[config.mk]
export PLATFORM = sky130hd
export DESIGN_NAME = uart2bus_top
export DESIGN_NICKNAME = d
export VERILOG_FILES = /design/src/rtl/uart2bus_top.sv
export SDC_FILE = /design/constraint.sdc
export NUM_CORES = 1
export LEC_CHECK = 0
export BUFFER_PORTS_ARGS = -buffer_cell sky130_fd_sc_hd__buf_2
export CAP_MARGIN = 20
export CORE_MARGIN = 5
export CORE_UTILIZATION = 40
export DETAILED_ROUTE_END_ITERATION = 12
export PLACE_DENSITY_LB_ADDON = 0.05
export SYNTH_ARGS = -nofsm -noshare
export SYNTH_HDL_FRONTEND = slang
export SYNTH_SLANG_ARGS = --single-unit
[constraint.sdc]
create_clock -name clock -period 7.8 [get_ports clock]
set_input_delay 1.56 -clock clock [delete_from_list [all_inputs] [get_ports clock]]
set_output_delay 1.56 -clock clock [all_outputs]
set_load 0.05 [all_outputs]
[src/rtl/uart2bus_top.sv]
// UART-to-register-bus bridge: 8N1 serial command packets become single-cycle
// read/write strobes on an 8-bit register bus; read data and acks go back out.
module uart2bus_top #(
   parameter int CLK_FREQ = 40000000,
   parameter int BAUD     = 115200
) (
   input  logic       clock,
   input  logic       reset,
   input  logic       ser_in,
   output logic       ser_out,
   output logic [7:0] int_address,
   output logic [7:0] int_wr_data,
   output logic       int_write,
   output logic       int_read,
   input  logic [7:0] int_rd_data
);
   localparam logic [31:0] INC  = 32'(16 * BAUD);
   localparam logic [31:0] FREQ = 32'(CLK_FREQ);

   typedef enum logic [1:0] {RX_IDLE, RX_START, RX_DATA, RX_STOP} rx_state_t;
   typedef enum logic [3:0] {P_IDLE, P_CMD, P_ADDR_H, P_ADDR_L, P_LEN, P_WR_DATA,
                             P_RD_ISSUE, P_RD_WAIT, P_RD_SEND, P_ACK} p_state_t;

   logic [31:0] acc_q, acc_d, acc_sum;
   logic        baud_tick;

   logic        sync1_q, sync2_q, prev_q;
   rx_state_t   rx_state_q, rx_state_d;
   logic [3:0]  rx_tick_q, rx_tick_d;
   logic [2:0]  rx_bit_q, rx_bit_d;
   logic [7:0]  rx_shift_q, rx_shift_d;
   logic        rx_valid;

   logic        tx_busy_q, tx_busy_d, tx_start, ser_out_q;
   logic [9:0]  tx_shift_q, tx_shift_d;
   logic [3:0]  tx_tick_q, tx_tick_d, tx_bit_q, tx_bit_d;
   logic [7:0]  tx_byte;

   p_state_t    p_state_q, p_state_d;
   logic [7:0]  cmd_q, cmd_d, ptr_q, ptr_d, rd_q, rd_d, step;
   logic [8:0]  len_q, len_d;
   logic        phase_q, phase_d;
   logic [7:0]  addr_out_q, addr_out_d, wdata_q, wdata_d;
   logic        write_q, write_d, read_q, read_d;

   // Fractional accumulator yields a 16x oversample tick with no long-term drift
   always_comb begin
      acc_sum   = acc_q + INC;
      baud_tick = (acc_sum >= FREQ);
      acc_d     = baud_tick ? (acc_sum - FREQ) : acc_sum;
   end

   always_comb begin
      rx_state_d = rx_state_q;
      rx_tick_d  = rx_tick_q;
      rx_bit_d   = rx_bit_q;
      rx_shift_d = rx_shift_q;
      rx_valid   = 1'b0;
      if (baud_tick) rx_tick_d = rx_tick_q + 4'd1;
      case (rx_state_q)
         RX_IDLE: begin
            rx_tick_d = 4'd0;
            if (prev_q && !sync2_q) rx_state_d = RX_START;
         end
         RX_START: if (baud_tick && rx_tick_q == 4'd7) begin
            rx_tick_d  = 4'd0;
            rx_bit_d   = 3'd0;
            rx_state_d = sync2_q ? RX_IDLE : RX_DATA;
         end
         RX_DATA: if (baud_tick && rx_tick_q == 4'd15) begin
            rx_tick_d  = 4'd0;
            rx_shift_d = {sync2_q, rx_shift_q[7:1]};
            rx_bit_d   = rx_bit_q + 3'd1;
            if (rx_bit_q == 3'd7) rx_state_d = RX_STOP;
         end
         default: if (baud_tick && rx_tick_q == 4'd15) begin
            rx_valid   = sync2_q;
            rx_state_d = RX_IDLE;
         end
      endcase
   end

   always_comb begin
      tx_busy_d  = tx_busy_q;
      tx_shift_d = tx_shift_q;
      tx_tick_d  = tx_tick_q;
      tx_bit_d   = tx_bit_q;
      if (!tx_busy_q) begin
         if (tx_start) begin
            tx_busy_d  = 1'b1;
            tx_shift_d = {1'b1, tx_byte, 1'b0};
            tx_tick_d  = 4'd0;
            tx_bit_d   = 4'd0;
         end
      end else if (baud_tick) begin
         tx_tick_d = tx_tick_q + 4'd1;
         if (tx_tick_q == 4'd15) begin
            tx_tick_d  = 4'd0;
            tx_shift_d = {1'b1, tx_shift_q[9:1]};
            tx_bit_d   = tx_bit_q + 4'd1;
            if (tx_bit_q == 4'd9) tx_busy_d = 1'b0;
         end
      end
   end

   // Packet parser; phase_q marks "byte handed to TX" or "read strobe already seen"
   always_comb begin
      p_state_d  = p_state_q;
      cmd_d      = cmd_q;
      ptr_d      = ptr_q;
      rd_d       = rd_q;
      len_d      = len_q;
      phase_d    = phase_q;
      addr_out_d = addr_out_q;
      wdata_d    = wdata_q;
      write_d    = 1'b0;
      read_d     = 1'b0;
      tx_start   = 1'b0;
      tx_byte    = rd_q;
      step       = cmd_q[1] ? 8'd0 : 8'd1;
      case (p_state_q)
         P_IDLE: if (rx_valid && rx_shift_q == 8'h00) p_state_d = P_CMD;
         P_CMD: if (rx_valid) begin
            cmd_d   = rx_shift_q;
            phase_d = 1'b0;
            if (rx_shift_q[5:4] == 2'b01 || rx_shift_q[5:4] == 2'b10) p_state_d = P_ADDR_H;
            else p_state_d = rx_shift_q[0] ? P_ACK : P_IDLE;
         end
         P_ADDR_H: if (rx_valid) p_state_d = P_ADDR_L;
         P_ADDR_L: if (rx_valid) begin
            ptr_d     = rx_shift_q;
            p_state_d = P_LEN;
         end
         P_LEN: if (rx_valid) begin
            len_d     = {rx_shift_q == 8'h00, rx_shift_q};
            p_state_d = (cmd_q[5:4] == 2'b10) ? P_WR_DATA : P_RD_ISSUE;
         end
         P_WR_DATA: if (rx_valid) begin
            write_d    = 1'b1;
            addr_out_d = ptr_q;
            wdata_d    = rx_shift_q;
            ptr_d      = ptr_q + step;
            len_d      = len_q - 9'd1;
            phase_d    = 1'b0;
            if (len_q == 9'd1) p_state_d = cmd_q[0] ? P_ACK : P_IDLE;
         end
         P_RD_ISSUE: begin
            read_d     = 1'b1;
            addr_out_d = ptr_q;
            phase_d    = 1'b0;
            p_state_d  = P_RD_WAIT;
         end
         P_RD_WAIT: begin
            phase_d = 1'b1;
            if (phase_q) begin
               rd_d      = int_rd_data;
               phase_d   = 1'b0;
               p_state_d = P_RD_SEND;
            end
         end
         P_RD_SEND: begin
            if (!phase_q) begin
               tx_start = !tx_busy_q;
               phase_d  = !tx_busy_q;
            end else if (!tx_busy_q) begin
               ptr_d     = ptr_q + step;
               len_d     = len_q - 9'd1;
               phase_d   = 1'b0;
               p_state_d = (len_q == 9'd1) ? (cmd_q[0] ? P_ACK : P_IDLE) : P_RD_ISSUE;
            end
         end
         default: begin
            tx_byte = 8'h5A;
            if (!phase_q) begin
               tx_start = !tx_busy_q;
               phase_d  = !tx_busy_q;
            end else if (!tx_busy_q) begin
               phase_d   = 1'b0;
               p_state_d = P_IDLE;
            end
         end
      endcase
   end

   always_ff @(posedge clock) begin
      if (reset) begin
         acc_q      <= '0;
         sync1_q    <= 1'b1;
         sync2_q    <= 1'b1;
         prev_q     <= 1'b1;
         rx_state_q <= RX_IDLE;
         rx_tick_q  <= '0;
         rx_bit_q   <= '0;
         rx_shift_q <= '0;
         tx_busy_q  <= 1'b0;
         tx_shift_q <= '1;
         tx_tick_q  <= '0;
         tx_bit_q   <= '0;
         ser_out_q  <= 1'b1;
         p_state_q  <= P_IDLE;
         cmd_q      <= '0;
         ptr_q      <= '0;
         rd_q       <= '0;
         len_q      <= '0;
         phase_q    <= 1'b0;
         addr_out_q <= '0;
         wdata_q    <= '0;
         write_q    <= 1'b0;
         read_q     <= 1'b0;
      end else begin
         acc_q      <= acc_d;
         sync1_q    <= ser_in;
         sync2_q    <= sync1_q;
         prev_q     <= sync2_q;
         rx_state_q <= rx_state_d;
         rx_tick_q  <= rx_tick_d;
         rx_bit_q   <= rx_bit_d;
         rx_shift_q <= rx_shift_d;
         tx_busy_q  <= tx_busy_d;
         tx_shift_q <= tx_shift_d;
         tx_tick_q  <= tx_tick_d;
         tx_bit_q   <= tx_bit_d;
         ser_out_q  <= tx_busy_d ? tx_shift_d[0] : 1'b1;
         p_state_q  <= p_state_d;
         cmd_q      <= cmd_d;
         ptr_q      <= ptr_d;
         rd_q       <= rd_d;
         len_q      <= len_d;
         phase_q    <= phase_d;
         addr_out_q <= addr_out_d;
         wdata_q    <= wdata_d;
         write_q    <= write_d;
         read_q     <= read_d;
      end
   end

   assign ser_out     = ser_out_q;
   assign int_address = addr_out_q;
   assign int_wr_data = wdata_q;
   assign int_write   = write_q;
   assign int_read    = read_q;
endmodule

* Yosys cells after proc, flatten, opt, wreduce, memory -nomap -nowiden
Cells that the tools add are included.
Word-level totals: register bits 126, output and inout bits 19
Operators by class: add/subtract/negate cells 8, magnitude comparators 1, equal/unequal tests 37, muxes and demuxes 74, bitwise logic cells 3, reductions and logical operators 37
Operators with widths (number):
- $mux W4 | 26
- $mux W8 | 6
- $mux W10 | 4
- $mux W9 | 4
- $pmux W4 S9 | 1
- $add A32 B21 Y32 const B | 1
- $ge A32 B26 Y1 const B | 1
- $mux W32 | 1
- $sub A32 B26 Y32 const B | 1
- $ne A2 B2 Y1 const B | 15
- $pmux W9 S3 | 1
- $pmux W8 S3 | 1
- $eq A4 B3 Y1 const B | 5
- $eq A4 B4 Y1 const B | 4
- $mux W1 | 16
- $pmux W8 S2 | 1
- $reduce_and A5 Y1 | 3
- $mux W2 | 7
- $reduce_and A2 Y1 | 7
- $add A4 B1 Y4 const B | 3
- $pmux W4 S3 | 1
- $reduce_and A12 Y1 | 1
- $eq A9 B1 Y1 const B | 1
- $ne A9 B1 Y1 const B | 1
- 29 further kinds | 48

* Logic depth before layout (Yosys ltp)
Gate-level depths: netlist of run 1.
depth after elaboration 8, gate-level depth with buffers 14, gate-level depth less buffers 11

* Worst setup path before layout of run 1
Ideal clock, no wire load.
path kind register -> register, start register acc_q[14], end register rx_shift_q[0], arrival 3.209 ns, required time 7.672 ns, path slack 4.463 ns, cell stages (with the launch flop) 14, path buffers 3, cells stage by stage dfxtp_1 ha_1 clkbuf_1 nand4_1 a2111oi_0 xor2_1 a31oi_1 nand4_4 or3_4 buf_4 nand4_1 buf_2 mux2i_1 nor2_1
Between the ends: word-level cells in the longest chain between the ends 4
RTL lines:
- start: declaration | line 24 | logic [31:0] acc_q, acc_d, acc_sum;
- start signal: assignment | line 187 | acc_q <= '0;
- start signal: assignment | line 211 | acc_q <= acc_d;
- $add A32 B21 Y32 | line 48 | acc_sum = acc_q + INC;
- $ge A32 B26 Y1 | line 49 | baud_tick = (acc_sum >= FREQ);
- $logic_and A1 B1 Y1 | line 70 | RX_DATA: if (baud_tick && rx_tick_q == 4'd15) begin
- $reduce_and A2 Y1 (no line)
- end signal: assignment | line 218 | rx_shift_q <= rx_shift_d;
- end: declaration | line 31 | logic [7:0] rx_shift_q, rx_shift_d;
No other way between the ends. A chain may end at the register's enable or synchronous reset.

* Worst setup path after layout of run 1
start register acc_q[13], end register rx_bit_q[0]
Between the ends: word-level cells in the longest chain between the ends 5, elaborated cells on any way between the ends 7
RTL lines:
- $add A32 B21 Y32 (*) | line 48
- $ge A32 B26 Y1 (*) | line 49
- $logic_and A1 B1 Y1 (on tied branches) | line 70, 65
- $ne A2 B2 Y1 (no line)
- $reduce_and A3 Y1 (no line) (*)
- end signal: assignment | line 217 | rx_bit_q <= rx_bit_d;
- end: declaration | line 30 | logic [2:0] rx_bit_q, rx_bit_d;
Mark *: on every way between the ends. The rest lies on a longest branch, timed or not.

==> results of run 1 <==
[flip-flops by register name, summed over array words and instances, names as in the netlist, 8 cells and up]
name         flops
acc_q           23
int_address      8
int_wr_data      8
len_q            9
ptr_q            8
rd_q             8
rx_shift_q       8
tx_shift_q      10
[kinds of logic after synthesis]
family                     count (synthesis)  synth area share [%]
and+or+nand+nor                          322                  26.0
xor gates and xnor gates                  32                  4.42
AOI/OAI and AO/OA                        178                  17.9
adders and majority gates                 17                  3.35
muxes                                     43                  6.83
buffers and inverters                     81                  5.17
DFF                                      115                  36.3
[worst paths after layout]
check,cells after the start,slack [ns],end,from
worst max-delay path,9,3.20,rx_bit_q[0],acc_q[13]
worst min-delay path,1,0.41,sync2_q,sync1_q
worst max register to register,9,3.20,rx_bit_q[0],acc_q[13]
worst min register to register,1,0.41,sync2_q,sync1_q
[cells in the final DEF, fill, tap and decap left out, types with 17 or more instances in the layout]
cell         n
xnor2_1     20
nor3_1      27
nor2_1     105
buf_2       28
inv_1       27
o21ai_0     38
mux2i_1     41
nand2_1     43
nand4_1     23
nand3_1     40
a21oi_1     61
dfxtp_1    115
ha_1        17
clkbuf_16   17
[routing by layer]
metal | vias up | GRT usage, % | share of wire, %
met5 | - | 0 | 0
met4 | 0 | 6.10 | 1.9
met3 | 27 | 4.22 | 3.9
met2 | 127 | 28.4 | 46
met1 | 2670 | 22.4 | 48
li1 | 2830 | - | -
[layout make-up]
class	count	area [um2]
Tap cell	216	270
Multi-Input combinational cell	592	3720
Clock inverter	13	174
Fill cell	1548	8490
Sequential cell	115	2300
Timing Repair Buffer	35	210
Clock buffer	19	443
Inverter	27	101
[power groups by stage]
stage                     Clock [mW]  Sequential (mW)  Combinational [mW]
final                          0.815            0.726               0.563
after detailed placement           0            0.734               0.556
after global placement             0            0.736               0.555
after global routing           0.865            0.734               0.625
after floorplan                    0            0.683               0.497
after CTS                      0.834            0.722               0.559
[critical path, delay by kind of cell, from the launching register on]
kind	cells	cell delay, ns
AO/OA/AOI/OAI	3	0.92
AND/OR/NAND/NOR	5	2.67
adder cells (fa/ha/maj)	1	0.42
flip-flops	1	0.51
==> flow_metrics.env, run 1 <==
export IMPL_crit_chain="ha_1, nand4_1, o21ai_0, a22oi_1, nor3_2, or3_4, nand4_1, or2_2, a21oi_1"
export IMPL_power_mw=2.10
export IMPL_synth_enable_flop_cells=0
export IMPL_crit_path_end_kind="flip-flop"
export IMPL_io_buffers=29
export IMPL_drtIter0Drc=464
export IMPL_cts_sinks=115
export IMPL_setup_slack_ns=3.20
export IMPL_ant_nets=0
export IMPL_grt_antenna_before_repair=0
export IMPL_avgSynthCellArea_um2=8.05
export IMPL_routed_wl_mm=15.6
export IMPL_setup_viol=0
export IMPL_slowest_stage="nand4_1"
export IMPL_syn_cell_area_mm2=0.00634
export IMPL_diodes=0
export IMPL_slowest_delay_ns=0.61
export IMPL_core_mm2=0.0157
export IMPL_via_count=5654
export IMPL_grt_pass1_wl_mm=25.9
export IMPL_maxSlewViolCount=0
export IMPL_drt_pass1_iterations=5
export IMPL_cts_hold_buffers=0
export IMPL_vias_per_cell=5.56
export IMPL_status="finished, final reports clean"
export IMPL_netSwitchingFraction_pct=34.2
export IMPL_hold_viol_final=0
export IMPL_leakage_nw=2.77
export IMPL_max_cap_violations=0
export IMPL_dpl_hpwl_mm=10.5
export IMPL_combPwrFrac_pct=26.8
export IMPL_synthArstFlopShare_pct=0
export IMPL_rsz0062_at_grt="false"
export IMPL_die_height_um=136
export IMPL_dieWidth_um=136
export IMPL_synth_ff_type="dfxtp_1"
export IMPL_synthCells=788
export IMPL_initial_utilization_pct=40.4
export IMPL_utilization_pct=45.9
export IMPL_ys_warnings_count=0
export IMPL_area_delta_synth_final_pct=13.8
export IMPL_synth_distinct_cells=68
export IMPL_seq_area_frac_synth_pct=36.3
export IMPL_period_share_pct=59.0
export IMPL_overflow=0
export IMPL_dpl_cell_count=983
export IMPL_finalInstanceArea_mm2=0.00722
export IMPL_io_pins=30
export IMPL_ir_drop_mv=0.158
export IMPL_grt_max_degree=63
export IMPL_grt_use_total_pct=17.4
export IMPL_cp_arrival_ns=4.95
export IMPL_tritoncts="done"
export IMPL_fin_skew_ns=0.0108
export IMPL_p_int_mw=1.39
export IMPL_drive_above_1_share_pct=12.1
export IMPL_yosysTopAreaCell="dfxtp_1"
export IMPL_routabilityCongestion=0.883
export IMPL_dieArea_mm2=0.0185
export IMPL_wl_per_cell_um=15.3
export IMPL_drc_errors=0
export IMPL_setup_tns_ns=0
export IMPL_instances_no_fill=1017
export IMPL_grt_pass1_vias=5213
export IMPL_cts_root_buf="clkbuf_16"
export IMPL_seq_power_share_pct=34.5
export IMPL_place_area_mm2=0.00657
export IMPL_ctsResizeCount=0
export IMPL_critPathRequiredTime_ns=8.14
export IMPL_synth_top_cell_area_share_pct=36.3
export IMPL_hold_class="reg2reg"
export IMPL_layout_nets=816
export IMPL_cts_path_max_buffers=2
export IMPL_start_kind="flip-flop"
export IMPL_crit_fanout=41
export IMPL_synth_area_leaders="dfxtp_1 36%, mux2i_1 6.5%, nor2_1 6.2%"
export IMPL_rows=46
export IMPL_synthTopCellsByCount="115 x dfxtp_1, 105 x nor2_1, 61 x a21oi_1"
export IMPL_pre_cts_slack_ns=3.32
export IMPL_fmax_mhz=217
export IMPL_tightestPinTransition_ns=0.890
export IMPL_clk_latency_ns=0.42
export IMPL_syn_nets=816
export IMPL_cts_reportedPaths_clkPinSlew_ns=0.06
export IMPL_period_minus_slack_ns=4.60
export IMPL_p_switching_mw=0.719
export IMPL_fin_hold_ws_ns=0.414
export IMPL_h_tree_depth=4
export IMPL_ys_ff_latch=115
export IMPL_slew_headroom_pct=40.6
export IMPL_p_clk_share_pct=38.8
export IMPL_cp_common_cell="nand4_1"
export IMPL_yosysMostFrequentCell="dfxtp_1"
export IMPL_cts_buffers=17
export IMPL_power_density_mw_per_mm2=291
export IMPL_cts_setup_buffers=0
export IMPL_crit_type="reg2reg"
Note: power is estimated with default switching activity, not from simulation.
==> run 2: changes to the inputs <==
==> constraint.sdc (replaced) <==
create_clock -name clock -period 4.6 [get_ports clock]
set_input_delay 0.92 -clock clock [delete_from_list [all_inputs] [get_ports clock]]
set_output_delay 0.92 -clock clock [all_outputs]
set_load 0.05 [all_outputs]
==> run 2 against run 1 <==
Net effect:
- sequential power increased by 71%
- highest routed layer unchanged
- final cell count increased by 0.49%
- via count decreased by 0.90%
- fmax increased by 15%
- die area unchanged
- clock skew increased by 0.00052 ns
- critical endpoint is now tx_tick_q[0]
- non-clock buffer count increased by 5
- routed wire length increased by 2.5%
==> flow_metrics.env, run 2 (synthesized netlist as in run 1, its figures left out) <==
export IMPL_clk_latency_ns=0.41
export IMPL_grt_use_total_pct=18.1
export IMPL_drtIter0Drc=453
export IMPL_routed_wl_mm=16.0
export IMPL_overflow=0
export IMPL_vias_per_cell=5.48
export IMPL_hold_class="reg2reg"
export IMPL_via_count=5603
export IMPL_cts_reportedPaths_clkPinSlew_ns=0.06
export IMPL_tritoncts="done"
export IMPL_grt_antenna_before_repair=0
export IMPL_hold_viol_final=0
export IMPL_fmax_mhz=250
export IMPL_setup_tns_ns=0
export IMPL_largest_registers="acc_q x23, tx_shift_q x10, len_q x9"
export IMPL_r2r_start="acc_q[13]"
export IMPL_cp_arrival_ns=4.32
export IMPL_dieArea_mm2=0.0185
export IMPL_crit_type="reg2reg"
export IMPL_fin_hold_ws_ns=0.408
export IMPL_layout_nets=821
export IMPL_critPathRequiredTime_ns=4.93
export IMPL_worst_path_buf_inv=1
export IMPL_leakage_nw=2.77
export IMPL_crit_chain="ha_1, nand2b_1, or4b_2, a31oi_1, nand3_1, nor3_2, or3_4, buf_4, nand2_1, or3_1, a21oi_1"
export IMPL_cts_sinks=115
export IMPL_finalInstanceArea_mm2=0.00721
export IMPL_most_common_layout_cells="115 x dfxtp_1, 105 x nor2_1, 61 x a21oi_1, 43 x nand2_1, 41 x mux2i_1"
export IMPL_rows=46
export IMPL_setup_slack_ns=0.600
export IMPL_ctsResizeCount=0
export IMPL_h_tree_depth=4
export IMPL_diodes=0
export IMPL_drc_errors=0
export IMPL_start_kind="flip-flop"
export IMPL_largest_reg_flops=23
export IMPL_cts_hold_buffers=0
export IMPL_crit_fanout=25
export IMPL_grt_pass1_wl_mm=27.1
export IMPL_drt_pass1_iterations=4
export IMPL_tightestPinTransition_ns=1.03
export IMPL_power_density_mw_per_mm2=491
export IMPL_setup_viol=0
export IMPL_worstHoldStart="sync1_q"
export IMPL_power_mw=3.54
export IMPL_initial_utilization_pct=40.4
export IMPL_layout_commonest_cell="dfxtp_1"
export IMPL_utilization_pct=45.9
export IMPL_rsz0062_at_grt="false"
export IMPL_instances_no_fill=1022
export IMPL_crit_path_end_kind="flip-flop"
export IMPL_dpl_cell_count=990
export IMPL_ir_drop_mv=0.288
export IMPL_maxSlewViolCount=0
export IMPL_fill_cells=1546
export IMPL_dpl_hpwl_mm=10.8
export IMPL_place_area_mm2=0.00662
export IMPL_status="finished, final reports clean"
export IMPL_cts_root_buf="clkbuf_16"
export IMPL_fin_skew_ns=0.0113
export IMPL_grt_pass1_vias=5478
export IMPL_die_height_um=136
export IMPL_slowest_stage="or4b_2"
export IMPL_cts_buffers=17
export IMPL_top_register="acc_q"
export IMPL_cts_path_max_buffers=2
export IMPL_slew_headroom_pct=31.2
export IMPL_cts_setup_buffers=0
export IMPL_period_share_pct=87.0
export IMPL_grt_max_degree=93
export IMPL_wl_per_cell_um=15.7
export IMPL_drive_above_1_share_pct=12.7
export IMPL_io_buffers=29
export IMPL_area_delta_synth_final_pct=13.7
export IMPL_io_pins=30
export IMPL_pre_cts_slack_ns=0.673
export IMPL_ant_nets=0
export IMPL_cp_top_family="simple AND/OR/NAND/NOR gates"
export IMPL_slowest_delay_ns=0.65
export IMPL_dieWidth_um=136
export IMPL_period_minus_slack_ns=4.00
export IMPL_core_mm2=0.0157
export IMPL_max_cap_violations=0
export IMPL_routabilityCongestion=0.876
export IMPL_startpoint="acc_q[13]"
==> run 2: power by group <==
group          switching, mW  internal [mW]  total (mW)
sequential             0.153           1.08        1.24
clock                  0.504          0.819        1.32
combinational          0.574          0.409       0.982
total                   1.23           2.31        3.54
==> run 2: final timing paths <==
check | depth (start not counted) | slack [ns] | to
hold reg to reg | 1 | 0.41 | sync2_q
hold / removal | 1 | 0.41 | sync2_q
setup / recovery | 11 | 0.60 | tx_tick_q[0]
setup reg to reg | 11 | 0.60 | tx_tick_q[0]
==> run 2: worst register-to-register path, cell delays in order (launching register included) <==
cell,delay [ns]
dfxtp_1,0.41
ha_1,0.37
nand2b_1,0.23
or4b_2,0.65
a31oi_1,0.28
nand3_1,0.12
nor3_2,0.46
or3_4,0.41
buf_4,0.30
nand2_1,0.14
or3_1,0.35
a21oi_1,0.18
==> run 2: metal layers <==
layer	GRT usage, %	vias to the layer above	share of wire (%)	wire length [um]
li1	-	2832	-	-
met1	23.9	2637	47	7530
met2	29.4	118	48	7610
met3	4.81	16	4.2	678
met4	4.82	0	1.1	178
met5	0	-	0	0
==> run 2: layout make-up <==
class / instances / area, um2 / share of cell area, %
flip-flops and latches: 115 / 2300 / 31.9
clock inverters: 13 / 146 / 2.03
multi-input cells: 592 / 3720 / 51.6
repair buffers: 40 / 230 / 3.19
well taps: 216 / 270 / 3.75
clock buffers: 19 / 443 / 6.14
inverters: 27 / 101 / 1.41
